**config.mk**
```make
export PLATFORM = sky130hd
export DESIGN_NAME = multiword_add_sequencer
export DESIGN_NICKNAME = d
export VERILOG_FILES = /design/src/rtl/multiword_add_sequencer.sv
export SDC_FILE = /design/constraint.sdc
export NUM_CORES = 1
export LEC_CHECK = 0
export BUFFER_PORTS_ARGS = -buffer_cell sky130_fd_sc_hd__buf_4
export CAP_MARGIN = 20
export CORE_MARGIN = 2
export CORE_UTILIZATION = 52
export CTS_CLUSTER_SIZE = 30
export DETAILED_ROUTE_END_ITERATION = 8
export PLACE_DENSITY = 0.8
export SLEW_MARGIN = 40
export SYNTH_ARGS = -nofsm -noshare
export SYNTH_HDL_FRONTEND = slang
export SYNTH_SLANG_ARGS = --single-unit
```
**constraint.sdc**
```tcl
create_clock -name clk -period 3.32 [get_ports clk]
set_input_delay 0.83 -clock clk [delete_from_list [all_inputs] [get_ports clk]]
set_output_delay 0.83 -clock clk [all_outputs]
set_load 0.01 [all_outputs]
```
**src/rtl/multiword_add_sequencer.sv**
```systemverilog
// multiword_add_sequencer
// Drives an external 16-bit ripple-carry adder one word per cycle to add or
// subtract NWORDS*16-bit operands, chaining the carry between words. Operands
// arrive on a valid/ready handshake; the result, carry-out and signed overflow
// leave on a second valid/ready handshake.
module multiword_add_sequencer #(
  parameter  int unsigned NWORDS = 4,
  localparam int unsigned W      = 16 * NWORDS
) (
  input  logic         clk,
  input  logic         rst_n,
  input  logic         in_valid,
  output logic         in_ready,
  input  logic [W-1:0] in_a,
  input  logic [W-1:0] in_b,
  input  logic         in_cin,
  input  logic         in_sub,
  output logic [15:0]  add_a,
  output logic [15:0]  add_b,
  output logic         add_cin,
  input  logic [15:0]  add_sum,
  input  logic         add_cout,
  output logic         out_valid,
  input  logic         out_ready,
  output logic [W-1:0] out_sum,
  output logic         out_cout,
  output logic         out_ovf
);

  localparam int unsigned     IW       = (NWORDS > 1) ? $clog2(NWORDS) : 1;
  localparam logic [IW-1:0]   LAST_IDX = IW'(NWORDS - 1);

  localparam logic [1:0] S_IDLE = 2'd0;
  localparam logic [1:0] S_RUN  = 2'd1;
  localparam logic [1:0] S_DONE = 2'd2;

  logic [1:0]    state_q, state_d;
  logic [W-1:0]  a_q, a_d;
  logic [W-1:0]  b_q, b_d;
  logic          carry_q, carry_d;
  logic [IW-1:0] idx_q, idx_d;
  logic [W-1:0]  sum_q, sum_d;
  logic          cout_q, cout_d;
  logic          ovf_q, ovf_d;
  logic          valid_q, valid_d;

  // Bit offset of the word currently being processed.
  logic [IW+3:0] word_sh;
  logic          run;

  // Adder feed: current operand words and chained carry while running, 0 otherwise.
  always_comb begin
    word_sh = {idx_q, 4'b0000};
    run     = (state_q == S_RUN);
    add_a   = '0;
    add_b   = '0;
    add_cin = 1'b0;
    if (run) begin
      add_a   = a_q[word_sh +: 16];
      add_b   = b_q[word_sh +: 16];
      add_cin = carry_q;
    end
  end

  // Next-state logic for the sequencer and its result registers.
  // DONE spends its first cycle latching cout/ovf from the completed sum,
  // so out_valid rises one edge after the last word is stored.
  always_comb begin
    state_d = state_q;
    a_d     = a_q;
    b_d     = b_q;
    carry_d = carry_q;
    idx_d   = idx_q;
    sum_d   = sum_q;
    cout_d  = cout_q;
    ovf_d   = ovf_q;
    valid_d = valid_q;
    case (state_q)
      S_IDLE: begin
        if (in_valid) begin
          a_d     = in_a;
          b_d     = in_sub ? ~in_b : in_b;
          carry_d = in_cin ^ in_sub;
          idx_d   = '0;
          state_d = S_RUN;
        end
      end
      S_RUN: begin
        sum_d[word_sh +: 16] = add_sum;
        carry_d              = add_cout;
        if (idx_q == LAST_IDX) begin
          state_d = S_DONE;
        end else begin
          idx_d = idx_q + 1'b1;
        end
      end
      S_DONE: begin
        if (!valid_q) begin
          valid_d = 1'b1;
          cout_d  = carry_q;
          ovf_d   = (a_q[W-1] == b_q[W-1]) && (sum_q[W-1] != a_q[W-1]);
        end else if (out_ready) begin
          valid_d = 1'b0;
          state_d = S_IDLE;
        end
      end
      default: begin
        state_d = S_IDLE;
        valid_d = 1'b0;
      end
    endcase
  end

  // State and datapath registers; async reset discards any operation in flight.
  always_ff @(posedge clk or negedge rst_n) begin
    if (!rst_n) begin
      state_q <= S_IDLE;
      a_q     <= '0;
      b_q     <= '0;
      carry_q <= 1'b0;
      idx_q   <= '0;
      sum_q   <= '0;
      cout_q  <= 1'b0;
      ovf_q   <= 1'b0;
      valid_q <= 1'b0;
    end else begin
      state_q <= state_d;
      a_q     <= a_d;
      b_q     <= b_d;
      carry_q <= carry_d;
      idx_q   <= idx_d;
      sum_q   <= sum_d;
      cout_q  <= cout_d;
      ovf_q   <= ovf_d;
      valid_q <= valid_d;
    end
  end

  // Handshake and result outputs.
  always_comb begin
    in_ready  = (state_q == S_IDLE);
    out_valid = valid_q;
    out_sum   = sum_q;
    out_cout  = cout_q;
    out_ovf   = ovf_q;
  end

endmodule

```
# --- Word-level counts from Yosys, hierarchy flattened ---
# Index checks and enable logic that the tools add are counted.
classes:
  bitwise_logic: 3
  mux: 18
  order_cmp: 0
  shift: 4
  div_mod_pow: 0
  addsub: 2
  multipliers: 0
  reduce_logical: 9
  eq_ne: 10
op_table:
  columns: ["cell", "n"]
  rows:
  - ["$shiftx A64 B7 Y16", 2]
  - ["$bwmux W64", 1]
  - ["$mux W64", 1]
  - ["$not A64 Y64", 1]
  - ["$shift A16 B8 Y64 const A", 1]
  - ["$shiftx A16 B8 Y64", 1]
  - ["$mux W16", 2]
  - ["$mux W2", 6]
  - ["$ne A2 B2 Y1 const B", 4]
  - ["$neg A6 Y8", 1]
  - ["$pmux W2 S3", 1]
  - ["$reduce_and A2 Y1", 3]
  - ["$eq A2 B2 Y1 const B", 2]
  - ["$mux W1", 4]
  - ["$pmux W1 S2", 2]
  - ["$pmux W2 S2", 1]
  - ["$reduce_and A4 Y1", 1]
  - ["$reduce_and A3 Y1", 1]
  - ["$add A2 B1 Y2 const B", 1]
  - ["$eq A2 B1 Y1 const B", 1]
  - ["$logic_not A2 Y1", 1]
  - ["$ne A2 B1 Y1 const B", 1]
  - ["$reduce_bool A2 Y1", 1]
  - ["$reduce_or A2 Y1", 1]
  - ["other kinds (5)", 5]
word_totals:
  n_memories: 0
  romBits: 0
  mem_bits_rw: 0
  latchBits: 0
  wordCells: 55
  out_inout_bits: 101
  ff_bits: 200

# --- Depth between registers and ports, before layout ---
# Gate-level depths: netlist (run 1).
depth:
  depth_word: 3
  ltp_mapped: 8

# --- Worst setup path after synthesis (run 1) ---
# OpenSTA, ideal clock, no wires.
synth_path:
  path_type: "reg-to-reg"
  from: "register idx_q[1]"
  to: "register sum_q[38], in the netlist out_sum[38]"
  path_buffers: 3
  arrival_time_ps: 2375
  synth_period_minus_slack_ps: 2442
  slack_ps: 878
  stages_incl_launch_ff: 9
  cell_sequence: "dfrtp_1 > clkbuf_1 > clkbuf_1 > inv_1 > ha_1 > or3b_4 > nor4b_4 > buf_6 > a22o_1"
synth_between:
  elab_chain_cells: 3
  elab_cells_between_ends: 4
synth_lines:
  columns: ["item", "line", "text"]
  rows:
  - ["start: declaration", "41", "logic [IW-1:0] idx_q, idx_d;"]
  - ["start signal: assignment", "131", "idx_q <= idx_d;"]
  - ["$neg A6 Y8 (*)", "89", "sum_d[word_sh +: 16] = add_sum;"]
  - ["$shiftx A16 B8 Y64 or $shift A16 B8 Y64 (tied branches)", "89", null]
  - ["$bwmux W64 (*)", "89", null]
  - ["end signal: assignment", "132", "sum_q <= sum_d;"]
  - ["end: declaration", "42", "logic [W-1:0] sum_q, sum_d;"]
# Mark *: on every way between the ends. The rest lies on a longest branch, timed or not.
# A chain may end at the register's enable or synchronous reset.

# --- Worst setup path after layout (run 1) ---
layout_path:
  from: "register state_q[0]"
  to: "output port add_a[13]"
layout_between:
  elab_chain_cells: 2
layout_lines:
  columns: ["item", "line", "text"]
  rows:
  - ["start: declaration", "37", "logic [1:0] state_q, state_d;"]
  - ["start signal: assignment", "127", "state_q <= state_d;"]
  - ["$eq A2 B1 Y1", "54", "run = (state_q == S_RUN);"]
  - ["$mux W16", "58", "if (run) begin"]
  - ["end: declaration", "18", "output logic [15:0] add_a,"]
# Every way passes these cells.

==> results of run 1 <==
==> path summary, 6_finish.rpt <==
path,from,endpoint,slack [ps],cells past startpoint
setup reg to reg,idx_q[0],out_sum[39],860,7
hold / removal,rst_n,a_q[28],460,1
min in group clk,a_q[36],a_q[36],500,1
max in group asynchronous,rst_n,out_sum[55],2090,2
hold reg to reg,a_q[36],a_q[36],500,1
setup / recovery,state_q[0],add_a[13],350,4
==> routing by layer <==
layer | GRT usage [%] | routed length, um | vias up
li1 | - | - | 2885
met5 | 0 | 11 | -
met3 | 5.09 | 1290 | 37
met4 | 8.10 | 474 | 2
met1 | 30.8 | 8730 | 3125
met2 | 39.4 | 10600 | 219
==> synthesized netlist by cell type, types with 3 or more instances <==
| cell | n | share of area [%] |
|---|---|---|
| a21oi_1 | 66 | 3.7 |
| a22o_1 | 64 | 6.2 |
| and2_1 | 33 | 2.3 |
| buf_2 | 28 | 1.6 |
| buf_6 | 3 | 0.38 |
| clkbuf_1 | 17 | 0.71 |
| dfrtp_1 | 200 | 56 |
| ha_1 | 5 | 0.70 |
| inv_1 | 3 | 0.13 |
| mux2_2 | 65 | 8.2 |
| mux4_2 | 32 | 8.0 |
| nand2_1 | 10 | 0.42 |
| nor2_1 | 69 | 2.9 |
| xnor2_1 | 64 | 6.2 |
==> final cells by class <==
class / instances / area, um2 / area share [%]
Sequential cell: 200 / 5010 / 42.8
Multi-Input combinational cell: 429 / 3710 / 31.8
Timing Repair Buffer: 266 / 2070 / 17.7
Clock buffer: 19 / 453 / 3.87
Tap cell: 225 / 282 / 2.41
Clock inverter: 13 / 160 / 1.37
Inverter: 3 / 11.3 / 0.0963
==> cells by family (layout without fill, tap and decap cells) <==
group / Yosys count / in the layout / share of synthesized area [%]
muxes: 99 / 99 / 16.4
buffers and inverters: 53 / 301 / 2.94
xor gates and xnor gates: 65 / 65 / 6.34
DFF: 200 / 200 / 55.8
and+or+nand+nor: 126 / 126 / 7.64
adders and majority gates: 5 / 5 / 0.697
AOI/OAI and AO/OA: 134 / 134 / 10.2
==> flip-flops by register name, summed over array words and instances (netlist names) <==
register and count:
out_valid 1, a_q 64, state_q 2, b_q 64
out_sum 64, out_ovf 1, carry_q 1, idx_q 2
out_cout 1
==> worst max-delay path, stage by stage (launching register included) <==
cell     delay [ps]
dfrtp_1         610
nor2b_2         570
buf_12          250
and2_1          160
buf_4           130
==> power by group through the flow <==
| stage | Clock (mW) | Combinational (mW) | Sequential [mW] |
|---|---|---|---|
| floorplan | 0 | 2.95 | 4.07 |
| global placement | 0 | 4.60 | 4.13 |
| detailed placement | 0 | 4.71 | 4.18 |
| CTS | 2.17 | 4.72 | 4.14 |
| global route | 2.27 | 5.05 | 4.27 |
| finish | 2.12 | 4.67 | 4.14 |
==> results_dict.tcl, run 1 <==
set metrics [dict create \
    relSlewSlack_pct 53.4 \
    worstMarginPinSlew_ps 700 \
    post_cts_resized 0 \
    layout_commonest_cell "buf_4" \
    fin_worst_skew_ps 5.44 \
    preCtsSetupSlack_ps 834 \
    required_ps 2490 \
    drv_cap 0 \
    drt_iter0_drc 310 \
    async_flop_share_pct 100 \
    placed_area_mm2 0.0111 \
    cts_buffers 17 \
    core_mm2 0.0171 \
    p_comb_share_pct 42.7 \
    drv_slew 0 \
    routed_wl_mm 21.1 \
    grt_pass1_wl_mm 33.3 \
    powerDensity_mw_per_mm2 934 \
    cts_setup_buffers 0 \
    firstDrtPassIters 5 \
    crit_fanout 29 \
    antennaDiodeCount 0 \
    p_total_mw 10.9 \
    drc 0 \
    dieArea_mm2 0.0183 \
    hold_ws_ps 458 \
    antenna_found_initial 1 \
    vias 6268 \
    gp_congestion 0.794 \
    insertion_delay_ps 420 \
    p_seq_share_pct 37.9 \
    final_cell_mix "259 x buf_4, 198 x dfrtp_1, 69 x nor2_1" \
    arrival_ps 2140 \
    synth_area_mm2 0.00897 \
    die_x_um 135 \
    final_cells 1155 \
    setup_viol_count_final 0 \
    ys_seq_area_share_pct 55.8 \
    setup_ws_ps 346 \
    syn-num-nets 838 \
    power.internal_mw 7.27 \
    area_growth_pct 30.3 \
    syn_inst 682 \
    synth_edf_count 0 \
    path_clk_slew_ps 70 \
    stdcell_area_mm2 0.0117 \
    swShare_pct 33.5 \
    grt_use_total_pct 23.6 \
    p_leak_nw 5.32 \
    syn_area_per_cell_um2 13.2 \
    rsz0062_at_grt "no" \
    setup_tns_ps 0 \
    wl_per_cell_um 18.2 \
    clock_sinks 200 \
    cts_buffer_depth 2 \
    critical_path_class "reg -> out" \
    grt_pass1_vias 6300 \
    status "complete, no violations" \
    p_switching_mw 3.66 \
    htree_levels 4 \
    irDropWorstVdd_v 0.000441 \
    ant_nets 0 \
    viasPerCell 5.43 \
    nets 1073 \
    end_kind "primary output" \
    ctsRootBufferMaster "clkbuf_16" \
    grt-ovfl-total 0 \
    dpl.cell_count 1123 \
    io_pins 252 \
    ys.flop_type "dfrtp_1" \
    dp_hpwl_mm 15.1 \
    drive_gt1_share_pct 43.7 \
    ys_seq_elements 200 \
    crit_path_start_kind "flip-flop" \
    postCtsHoldBufs 0 \
    nFillCells 1298 \
    fin_util_pct 68.6 \
    rows 48 \
    synth_warnings 0 \
    hold_violations 0 \
    finalCritPeriodShare_pct 89.6 \
    initial_utilization_pct 52.6 \
    max_clock_freq_ghz 0.336 \
    grt_max_degree 101 \
    post-route-min-period_ps 2970 \
    die_y_um 135 \
    min_path_type "in -> async" \
    synth_cell_types 31 \
    clkPwrFrac_pct 19.4 \
    numPortBuffers 251 \
    cts_tree "yes" \
]
Power figures use the tool's default switching activity.
==> run 2: changes to the inputs <==
- RECOVER_POWER: default -> 50
==> run 2 against run 1 <==
- the run now ends with max-capacitance violations, max-slew violations left
- critical path type unchanged
- clock skew is essentially flat
- die area is the same
- highest routed layer unchanged
- non-clock buffer count stayed put
- clock-buffer cell count unchanged
- sequential power about the same
- wire length about the same
- setup slack worse by 7.7 ps
==> results_dict.tcl, run 2 (synthesis gave the netlist of run 1 again) <==
set metrics [dict create \
    path_buf_inv 2 \
    max_clock_freq_ghz 0.335 \
    cts_setup_buffers 0 \
    irDropWorstVdd_v 0.000444 \
    cts_buffer_depth 2 \
    insertion_delay_ps 420 \
    cp.depth 4 \
    reg2reg_to "a_q[2]" \
    grt_pass1_vias 6300 \
    grt_pass1_wl_mm 33.3 \
    critPathSlowestCell "dfrtp_1" \
    grt-ovfl-total 0 \
    status "finished with violations" \
    htree_levels 4 \
    drv_cap 3 \
    area_growth_pct 29.9 \
    clkPwrFrac_pct 19.4 \
    crit_path_start_kind "flip-flop" \
    required_ps 2490 \
    dieArea_mm2 0.0183 \
    placed_area_mm2 0.0111 \
    finalCritPeriodShare_pct 89.8 \
    drv_slew 278 \
    r2r_start "state_q[0]" \
    preCtsSetupSlack_ps 834 \
    min_path_cells 1 \
    layout_commonest_cell "buf_4" \
    swShare_pct 33.4 \
    cts_tree "yes" \
    p_comb_share_pct 42.8 \
    vias 6268 \
    ant_nets 0 \
    final_cell_mix "257 x buf_4, 198 x dfrtp_1, 69 x nor2_1" \
    min_to "a_q[36]" \
    initial_utilization_pct 52.6 \
    hold_ws_ps 504 \
    r2r_slack_ps 440 \
    arrival_ps 2150 \
    ctsRootBufferMaster "clkbuf_16" \
    firstDrtPassIters 5 \
    setup_viol_count_final 0 \
    grt_use_total_pct 23.6 \
    clock_sinks 200 \
    drive_gt1_share_pct 43.5 \
    cp_top_family "simple AND/OR/NAND/NOR gates" \
    hp-start "a_q[36]" \
    violations "max-capacitance violations, max-slew violations" \
    hold_violations 0 \
    powerDensity_mw_per_mm2 937 \
    rsz0062_at_grt "no" \
    postCtsHoldBufs 0 \
    relSlewSlack_pct -41.5 \
    power.internal_mw 7.28 \
    crit_fanout 29 \
    antennaDiodeCount 0 \
    p_seq_share_pct 37.9 \
    worstMarginPinSlew_ps 2120 \
    dpl.cell_count 1123 \
    antenna_found_initial 1 \
    nets 1073 \
    post_cts_resized 0 \
    viasPerCell 5.43 \
    rows 48 \
    die_y_um 135 \
    post-route-min-period_ps 2980 \
    numPortBuffers 251 \
    rr_worst_depth 3 \
    setup_ws_ps 338 \
    routed_wl_mm 21.1 \
    fin_worst_skew_ps 5.77 \
    dp_hpwl_mm 15.1 \
    fin_util_pct 68.4 \
    critical_path_class "reg -> out" \
    stdcell_area_mm2 0.0117 \
    final_cells 1155 \
    cts_buffers 17 \
    p_switching_mw 3.65 \
    drc 0 \
    grt_max_degree 101 \
    p_leak_nw 5.31 \
    min_path_type "reg -> reg" \
    io_pins 252 \
    p_total_mw 10.9 \
    path_clk_slew_ps 70 \
    core_mm2 0.0171 \
    cpPeakStageDelay_ps 610 \
    end_kind "primary output" \
    crit_start "state_q[0]" \
    die_x_um 135 \
    gp_congestion 0.794 \
    cp_cell_sequence "nor2b_2 > buf_12 > and2_1 > buf_4" \
    wl_per_cell_um 18.2 \
    setup_tns_ps 0 \
    drt_iter0_drc 301 \
]
[run 2: worst max path at each step]
stage / end / slack, ps
CTS: add_a[13] / 330
global route: add_a[13] / 210
finish: add_a[13] / 340
global placement: add_b[13] / 850
detailed placement: add_b[11] / 830
floorplan: out_sum[38] / 880
[run 2: layer usage]
metal,vias to the layer above,wire length (um),track usage [%]
met5,-,11,0
met4,2,478,8.10
met3,38,1240,5.09
met2,202,10500,39.4
met1,3136,8810,30.8
li1,2890,-,-
[run 2: cell type report]
cell class                      instances  area, um2
Clock buffer                           19        453
Clock inverter                         13        160
Fill cell                            1301       5400
Inverter                                3       11.3
Multi-Input combinational cell        429       3710
Sequential cell                       200       5010
Tap cell                              225        282
Timing Repair Buffer                  266       2030
[run 2: power by group through the flow]
| stage | logic, mW | clock network, mW | registers [mW] |
|---|---|---|---|
| finish | 4.67 | 2.12 | 4.14 |
| global placement | 4.60 | 0 | 4.13 |
| floorplan | 2.95 | 0 | 4.07 |
| CTS | 4.72 | 2.17 | 4.14 |
| detailed placement | 4.71 | 0 | 4.18 |
| global route | 5.06 | 2.27 | 4.27 |
==> run 3: changes to the inputs <==
- REMOVE_ABC_BUFFERS: default -> 1
==> run 3 against run 2 <==
- the run still ends with max-capacitance violations, max-slew violations left
- critical path type unchanged
- hold slack got worse by 0.61 ps
- clock power fell by 2%
- non-clock buffer count grew 4
- global-route usage rose by 0.78 points
- sequential share of layout area up 0.27 points
- highest routed layer is now met4
- via count increased by 0.14%
- combinational power fell by 2%
- die area stayed put
- core utilization decreased by 0.43 points
==> results_dict.tcl, run 3 (synthesis gave the netlist of run 1 again) <==
set metrics [dict create \
    cts_buffers 17 \
    cts_tree "yes" \
    rsz0062_at_grt "no" \
    required_ps 2490 \
    viasPerCell 5.42 \
    die_x_um 135 \
    powerDensity_mw_per_mm2 933 \
    firstDrtPassIters 5 \
    io_pins 252 \
    fin_worst_skew_ps 7.29 \
    initial_utilization_pct 52.6 \
    clock_sinks 200 \
    numPortBuffers 251 \
    antennaDiodeCount 0 \
    crit_path_start_kind "flip-flop" \
    post-route-min-period_ps 3010 \
    drv_cap 2 \
    rows 48 \
    violations "max-capacitance violations, max-slew violations" \
    hold_violations 0 \
    grt_use_total_pct 24.3 \
    cts_setup_buffers 0 \
    wl_per_cell_um 18.4 \
    ant_nets 0 \
    critPathSlowestCell "dfrtp_2" \
    crit_fanout 14 \
    p_leak_nw 5.19 \
    cp_cell_sequence "buf_12 > mux4_2 > and2_1 > buf_4" \
    routed_wl_mm 21.4 \
    critical_path_class "reg -> out" \
    cpPeakStageDelay_ps 660 \
    final_cells 1159 \
    dpl.cell_count 1127 \
    htree_levels 4 \
    cts_buffer_depth 2 \
    irDropWorstVdd_v 0.000439 \
    r2r_slack_ps 460 \
    dp_hpwl_mm 15.1 \
    grt-ovfl-total 0 \
    worstMarginPinSlew_ps 1930 \
    drv_slew 43 \
    area.sequential_mm2 0.00501 \
    path_clk_slew_ps 80 \
    die_y_um 135 \
    grt_pass1_wl_mm 34.3 \
    antenna_found_initial 0 \
    postCtsHoldBufs 0 \
    core_mm2 0.0171 \
    multi_input_area_mm2 0.00371 \
    setup_viol_count_final 0 \
    final_cell_mix "227 x buf_4, 198 x dfrtp_1, 69 x nor2_1" \
    relSlewSlack_pct -28.7 \
    nFillCells 1282 \
    layout_commonest_cell "buf_4" \
    area_growth_pct 29.1 \
    vias 6277 \
    grt_pass1_vias 6521 \
    ctsRootBufferMaster "clkbuf_16" \
    cp_top_family "flip-flops" \
    drc 0 \
    grt_max_degree 86 \
    path_buf_inv 2 \
    max_clock_freq_ghz 0.332 \
    min_path_type "reg -> reg" \
    p_total_mw 10.8 \
    nets 1077 \
    end_kind "primary output" \
    hold_ws_ps 504 \
    dieArea_mm2 0.0183 \
    gp_congestion 0.792 \
    post_cts_resized 0 \
    drive_gt1_share_pct 40.0 \
    finalCritPeriodShare_pct 90.7 \
    drt_iter0_drc 331 \
    status "finished with violations" \
    insertion_delay_ps 430 \
    arrival_ps 2180 \
]
## run 3: cell types whose count changed in the layout (fill, tap and decap cells not counted), sizes merged
cell,change
clkinvlp,-1
clkinv,+1
clkbuf,+30
buf,-28
bufinv,-2
inv,+4
## run 3: report_power, final
group / internal, mW / switching [mW]
Sequential: 3.50 / 0.679
Clock: 1.02 / 1.05
Combinational: 2.54 / 2.03
Total: 7.06 / 3.75
## run 3: through the flow
| step | area, um2 | utilization [%] | TNS [ps] | worst slack (ps) |
|---|---|---|---|---|
| 6_report | 11600 | 67.9 | 0 | 309 |
| 5_1_grt | 11600 | 67.9 | 0 | 208 |
| 4_1_cts | 11700 | 68.8 | 0 | 274 |
| 3_5_place_dp | 11100 | 65.3 | 0 | 751 |
| 3_3_place_gp | 11100 | 65.3 | 0 | 773 |
| 2_1_floorplan | 8720 | - | -543000 | -4360 |
## run 3: final timing paths
kind / startpoint / end / cells after the start
max in group asynchronous: rst_n / b_q[34] / 2
hold reg to reg: out_sum[26] / out_sum[26] / 1
setup reg to reg: state_q[0] / a_q[32] / 3
min in group asynchronous: rst_n / a_q[20] / 1
hold / removal: out_sum[26] / out_sum[26] / 1
setup / recovery: idx_q[0] / add_b[1] / 4
## run 3: final cells by class
type / count / area share (%)
Sequential cell: 200 / 43.2
Inverter: 3 / 0.0972
Multi-Input combinational cell: 429 / 32.0
Tap cell: 225 / 2.43
Clock buffer: 17 / 3.67
Timing Repair Buffer: 270 / 17.1
Clock inverter: 15 / 1.49
## run 3: per-layer routing
metal	wire length [um]	up-vias	GRT usage (%)
met1	8700	3133	31.2
met5	0	-	0
met3	1500	30	5.80
li1	-	2902	-
met2	10700	212	40.7
met4	520	0	9.09
